--- config.mk ---
export PLATFORM = sky130hd
export DESIGN_NAME = mdio_receptor
export DESIGN_NICKNAME = d
export VERILOG_FILES = /design/src/rtl/mdio_receptor.sv
export SDC_FILE = /design/constraint.sdc
export NUM_CORES = 1
export LEC_CHECK = 0
export BUFFER_PORTS_ARGS = -buffer_cell sky130_fd_sc_hd__buf_2
export CAP_MARGIN = 20
export CORE_MARGIN = 4
export CORE_UTILIZATION = 45
export CTS_BUF_LIST = sky130_fd_sc_hd__clkbuf_16
export DETAILED_ROUTE_END_ITERATION = 10
export PLACE_DENSITY = 0.62
export SETUP_SLACK_MARGIN = 0.1
export SYNTH_ARGS = -nofsm -noshare
export SYNTH_HDL_FRONTEND = slang
export SYNTH_SLANG_ARGS = --single-unit
--- constraint.sdc ---
create_clock -name clk -period 4 [get_ports clk]
set_clock_uncertainty 0.15 [all_clocks]
set_input_delay 0.2 -clock clk [delete_from_list [all_inputs] [get_ports clk]]
set_output_delay 0.2 -clock clk [all_outputs]
set_load 0.01 [all_outputs]
--- src/rtl/mdio_receptor.sv ---
// PHY-side MDIO frame receiver clocked by the controller's mdc.
// Decodes the 16-bit header, then strobes a register write or serializes a register read.
module mdio_receptor #(
  parameter logic [4:0] PHY_ADDR = 5'd1
) (
  input  logic        clk,
  input  logic        reset,
  input  logic        MDIO_OUT,
  input  logic        MDIO_OE,
  input  logic [15:0] RD_DATA,
  output logic        MDIO_IN,
  output logic        MDIO_IN_OE,
  output logic [4:0]  ADDR,
  output logic [15:0] WR_DATA,
  output logic        WR_STB,
  output logic        MDIO_DONE
);

  typedef enum logic [2:0] {
    S_IDLE, S_HEADER, S_WR_DATA, S_RD_DATA, S_IGNORE, S_WAIT_LOW
  } state_t;

  state_t      state_r, state_nxt;
  logic [5:0]  cnt_r, cnt_nxt;
  logic [15:0] hdr_r, hdr_nxt;
  logic [15:0] dat_r, dat_nxt;
  logic [15:0] hdr_shift_s;
  logic [15:0] dat_shift_s;
  logic        in_nxt, in_oe_nxt, stb_nxt, done_nxt;
  logic [4:0]  addr_nxt;
  logic [15:0] wdata_nxt;
  logic        unused_s;

  assign hdr_shift_s = {hdr_r[14:0], MDIO_OUT};
  assign dat_shift_s = {dat_r[14:0], MDIO_OUT};
  // TA bits are never checked and the oldest header bit falls off the shifter
  assign unused_s    = ^{hdr_r[15], hdr_shift_s[1:0]};

  // State, counter, shifters and all registered outputs
  always_ff @(posedge clk or negedge reset) begin
    if (!reset) begin
      state_r    <= S_IDLE;
      cnt_r      <= 6'd0;
      hdr_r      <= 16'd0;
      dat_r      <= 16'd0;
      MDIO_IN    <= 1'b0;
      MDIO_IN_OE <= 1'b0;
      ADDR       <= 5'd0;
      WR_DATA    <= 16'd0;
      WR_STB     <= 1'b0;
      MDIO_DONE  <= 1'b0;
    end else begin
      state_r    <= state_nxt;
      cnt_r      <= cnt_nxt;
      hdr_r      <= hdr_nxt;
      dat_r      <= dat_nxt;
      MDIO_IN    <= in_nxt;
      MDIO_IN_OE <= in_oe_nxt;
      ADDR       <= addr_nxt;
      WR_DATA    <= wdata_nxt;
      WR_STB     <= stb_nxt;
      MDIO_DONE  <= done_nxt;
    end
  end

  // Next-state and next-output decode
  always_comb begin
    state_nxt = state_r;
    cnt_nxt   = cnt_r;
    hdr_nxt   = hdr_r;
    dat_nxt   = dat_r;
    in_nxt    = MDIO_IN;
    in_oe_nxt = MDIO_IN_OE;
    addr_nxt  = ADDR;
    wdata_nxt = WR_DATA;
    stb_nxt   = 1'b0;
    done_nxt  = 1'b0;
    case (state_r)
      S_IDLE: begin
        if (MDIO_OE) begin
          hdr_nxt   = hdr_shift_s;
          cnt_nxt   = 6'd1;
          state_nxt = S_HEADER;
        end else begin
          cnt_nxt   = 6'd0;
        end
      end
      S_HEADER: begin
        if (MDIO_OE) begin
          hdr_nxt = hdr_shift_s;
          cnt_nxt = cnt_r + 6'd1;
          if (cnt_r == 6'd15) begin
            if ((hdr_shift_s[15:14] != 2'b01) || (hdr_shift_s[11:7] != PHY_ADDR) ||
                ((hdr_shift_s[13:12] != 2'b01) && (hdr_shift_s[13:12] != 2'b10))) begin
              state_nxt = S_IGNORE;
            end else if (hdr_shift_s[13:12] == 2'b01) begin
              state_nxt = S_WR_DATA;
            end else begin
              addr_nxt  = hdr_shift_s[6:2];
              state_nxt = S_RD_DATA;
            end
          end else begin
            state_nxt = S_HEADER;
          end
        end else begin
          cnt_nxt   = 6'd0;
          state_nxt = S_IDLE;
        end
      end
      S_WR_DATA: begin
        if (MDIO_OE) begin
          dat_nxt = dat_shift_s;
          cnt_nxt = cnt_r + 6'd1;
          if (cnt_r == 6'd31) begin
            addr_nxt  = hdr_r[6:2];
            wdata_nxt = dat_shift_s;
            stb_nxt   = 1'b1;
            done_nxt  = 1'b1;
            state_nxt = S_WAIT_LOW;
          end else begin
            state_nxt = S_WR_DATA;
          end
        end else begin
          state_nxt = S_WAIT_LOW;
        end
      end
      S_RD_DATA: begin
        // MDIO_OE is deliberately ignored: the controller has released the line
        if (cnt_r == 6'd16) begin
          dat_nxt   = RD_DATA;
          in_nxt    = RD_DATA[15];
          in_oe_nxt = 1'b1;
          cnt_nxt   = cnt_r + 6'd1;
        end else if (cnt_r >= 6'd32) begin
          in_nxt    = 1'b0;
          in_oe_nxt = 1'b0;
          done_nxt  = 1'b1;
          cnt_nxt   = 6'd33;
          state_nxt = S_WAIT_LOW;
        end else begin
          in_nxt    = dat_r[14];
          dat_nxt   = {dat_r[14:0], 1'b0};
          cnt_nxt   = cnt_r + 6'd1;
        end
      end
      S_IGNORE: begin
        state_nxt = S_WAIT_LOW;
      end
      S_WAIT_LOW: begin
        if (!MDIO_OE) begin
          cnt_nxt   = 6'd0;
          state_nxt = S_IDLE;
        end else begin
          state_nxt = S_WAIT_LOW;
        end
      end
      default: begin
        cnt_nxt   = 6'd0;
        state_nxt = S_IDLE;
      end
    endcase
  end

endmodule

==> impl_metrics.env <==
export IMPL_finalWirelength_um=6029
export IMPL_fin_crit_sh=0.6516
export IMPL_grt_max_degree=42
export IMPL_synth_seq_area_share=0.5235
export IMPL_postCtsSetupBuffers=0
export IMPL_core_area_um2=6459
export IMPL_maxCapViolCount=0
export IMPL_cts_root_buf="clkbuf_16"
export IMPL_status="complete, no violations"
export IMPL_period_needed_ns=2.606
export IMPL_finalHoldViolations=0
export IMPL_setup_viol=0
export IMPL_mappedNetlistNets=289
export IMPL_row_count=29
export IMPL_internal_power_mw=1.427
export IMPL_worst_ep_arrival_time_ns=2.66
export IMPL_synth_flop_cell="dfrtp_1"
export IMPL_fp_dieW_um=90.45
export IMPL_clk_pin_slew_worst_paths_ns=0.06
export IMPL_cts_tree="built"
export IMPL_drc=0
export IMPL_clock_path_buffers=2
export IMPL_place_inst=374
export IMPL_power_switching_mw=0.4859
export IMPL_crit_start="cnt_r[5]"
export IMPL_num_antenna_cells=0
export IMPL_drive_gt1_frac=0.3323
export IMPL_vias=2149
export IMPL_cp_slowest_cell="nor2b_2"
export IMPL_synth_cells=266
export IMPL_initial_core_util=0.4737
export IMPL_nFillCells=551
export IMPL_ys_warnings_count=0
export IMPL_grt_overflow=0
export IMPL_sw_frac_of_total=0.2540
export IMPL_crit_chain="nand2b_2 > nor4b_4 > nor2b_2 > mux2i_1 > o21ai_1"
export IMPL_nNetsFinal=340
export IMPL_finalMaxSlewViolations=0
export IMPL_gp_congestion=0.7690
export IMPL_seq_power_share=0.426
export IMPL_antenna_found_initial=0
export IMPL_dp_hpwl_um=4100
export IMPL_r2r_cells=5
export IMPL_ant_nets=0
export IMPL_ys_ff_latch=64
export IMPL_r2r_end="dat_r[8]"
export IMPL_netlist_area_um2=3059
export IMPL_path_max_fanout=15
export IMPL_multi_input_area_um2=1344
export IMPL_crit_type="reg2reg"
export IMPL_power_density_nw_per_um2=514.4
export IMPL_max_stage_delay_ns=0.84
export IMPL_h_tree_depth=3
export IMPL_slew_headroom=0.3532
export IMPL_area_growth_pct=21.55
export IMPL_synth_edf_count=0
export IMPL_tns_ns=0
export IMPL_synth_cell_types=45
export IMPL_fin_cells=399
export IMPL_rsz0062_at_grt="false"
export IMPL_mostFrequentLayoutCell="dfrtp_1"
export IMPL_drt_pre_antenna_iters=4
export IMPL_ff2ff_setup_slack_ns=1.39
export IMPL_seq_area_um2=1602
export IMPL_syn_avg_cell_area_um2=11.50
export IMPL_worstMarginPinSlew_ns=0.9658
export IMPL_postSynth_asyncResetShare=1.000
export IMPL_grt_pass1_wl_um=10740
export IMPL_fmax_ghz=0.3837
export IMPL_fp_dieH_um=90.45
export IMPL_pwr_share_comb=0.141
export IMPL_netlist_area_leader_share=0.5235
export IMPL_die_area_um2=8181
export IMPL_cts_buffers=9
export IMPL_synth_area_top_cells="dfrtp_1 (52%), mux2_2 (12%), mux2i_1 (4.6%)"
export IMPL_ir_worst_vdd_v=0.0002516
export IMPL_cts_sinks=64
export IMPL_routed_via_density=5.386
export IMPL_cp_start_kind="register"
export IMPL_worst_setup_path_end_kind="register"
export IMPL_hold_class="in2reg"
export IMPL_power_leakage_nw=1.745
export IMPL_ios=45
export IMPL_cp_endpoint="dat_r[8]"
export IMPL_crit_reg2reg_launch="cnt_r[5]"
export IMPL_yosysTopAreaCell="dfrtp_1"
export IMPL_cp_required_ns=4.05
export IMPL_clock_latency_ns=0.33
export IMPL_dr_first_iter_drc_count=109
export IMPL_track_usage=0.1623
export IMPL_grt_pass1_vias=2179
export IMPL_p_clk_frac=0.434
export IMPL_port_buffers=44
export IMPL_final_cell_mix="dfrtp_1 (64), buf_2 (44), mux2_2 (32)"
export IMPL_wl_per_cell_um=15.11
kinds of logic after synthesis:
group / count (synthesis) / share of synthesized area
buffers and inverters: 22 / 0.03844
adder cells (fa/ha/maj): 3 / 0.01227
multiplexers: 54 / 0.1930
AO/OA/AOI/OAI: 47 / 0.09325
flip-flops: 64 / 0.5235
AND/OR/NAND/NOR: 73 / 0.1309
XOR/XNOR: 3 / 0.008591
sequential cells by signal, summed over array words and instances (netlist names):
| signal | cells |
|---|---|
| MDIO_DONE | 1 |
| state_r | 3 |
| cnt_r | 6 |
| dat_r | 15 |
| WR_DATA | 16 |
| WR_STB | 1 |
| MDIO_IN_OE | 1 |
| hdr_r | 15 |
| ADDR | 5 |
| MDIO_IN | 1 |
worst min-delay path by stage:
| stage | start | end | cells past startpoint |
|---|---|---|---|
| after floorplan | reset | ADDR[0] | 0 |
| after global placement | reset | hdr_r[7] | 1 |
| after detailed placement | reset | hdr_r[13] | 1 |
| after CTS | RD_DATA[12] | dat_r[12] | 3 |
| after global routing | RD_DATA[3] | dat_r[3] | 3 |
| final | RD_DATA[12] | dat_r[12] | 3 |
metrics by stage:
step           setup WS (ns)  utilization  area, um2  hold WS [ns]  total power [mW]
6_report               1.394       0.5757       3719      0.008008             1.913
5_1_grt                1.212       0.5757       3719       0.03307             2.015
4_1_cts                1.308       0.5717       3692     0.0008483             1.934
3_5_place_dp           1.370       0.5114       3303        0.2566             1.088
3_3_place_gp           1.444       0.5114       3303        0.2298             1.079
2_1_floorplan          2.140            -       3059       -0.2456             1.006
Yosys cell counts (2+ instances only):
master    number
buf_6          2
nand2_1       31
nor2_1        11
a21oi_1        8
a211oi_1       4
inv_1          6
o21ai_0       15
o31ai_1        2
nor4bb_1       2
dfrtp_1       64
ha_1           3
mux2i_1       14
nor4_1         3
nor3_1         2
clkbuf_1       7
mux2_2        32
nor3b_1        2
nor2b_1        4
o21ai_1        9
xnor2_1        3
buf_2          4
nand3_1        8
mux2_1         8
per-layer routing:
| layer | routed length (um) | global-route usage |
|---|---|---|
| met1 | 2845 | 0.2157 |
| met2 | 2850 | 0.2514 |
| met3 | 268 | 0.04833 |
| met4 | 63 | 0.05867 |
| met5 | 0 | 0 |
worst max-delay path: cells and delay by family (launching register included):
family,cells,cell delay (ns)
and+or+nand+nor,3,1.44
AOI/OAI and AO/OA,1,0.09
DFF,1,0.49
muxes,1,0.31
what timing repair did:
| item | 4_1_cts | 5_1_grt |
|---|---|---|
| endpoints found under the hold margin | 47 | 0 |
| resized for setup | 0 | 0 |
| hold buffers | 7 | 0 |
power by group through the flow:
stage	sequential, mW	clock, mW	combinational [mW]
2_1_floorplan	0.796	0	0.210
3_3_place_gp	0.821	0	0.258
3_5_place_dp	0.824	0	0.264
4_1_cts	0.814	0.849	0.271
5_1_grt	0.829	0.878	0.309
6_report	0.814	0.830	0.269
area by class of cell:
cell class | instances | area share
well taps | 77 | 0.02591
flip-flops and latches | 64 | 0.4307
clock inverters | 7 | 0.02524
clock buffers | 9 | 0.06057
repair buffers | 55 | 0.08917
inverters | 7 | 0.007066
multi-input cells | 180 | 0.3614
No activity file was read; power rests on OpenSTA's default activity.
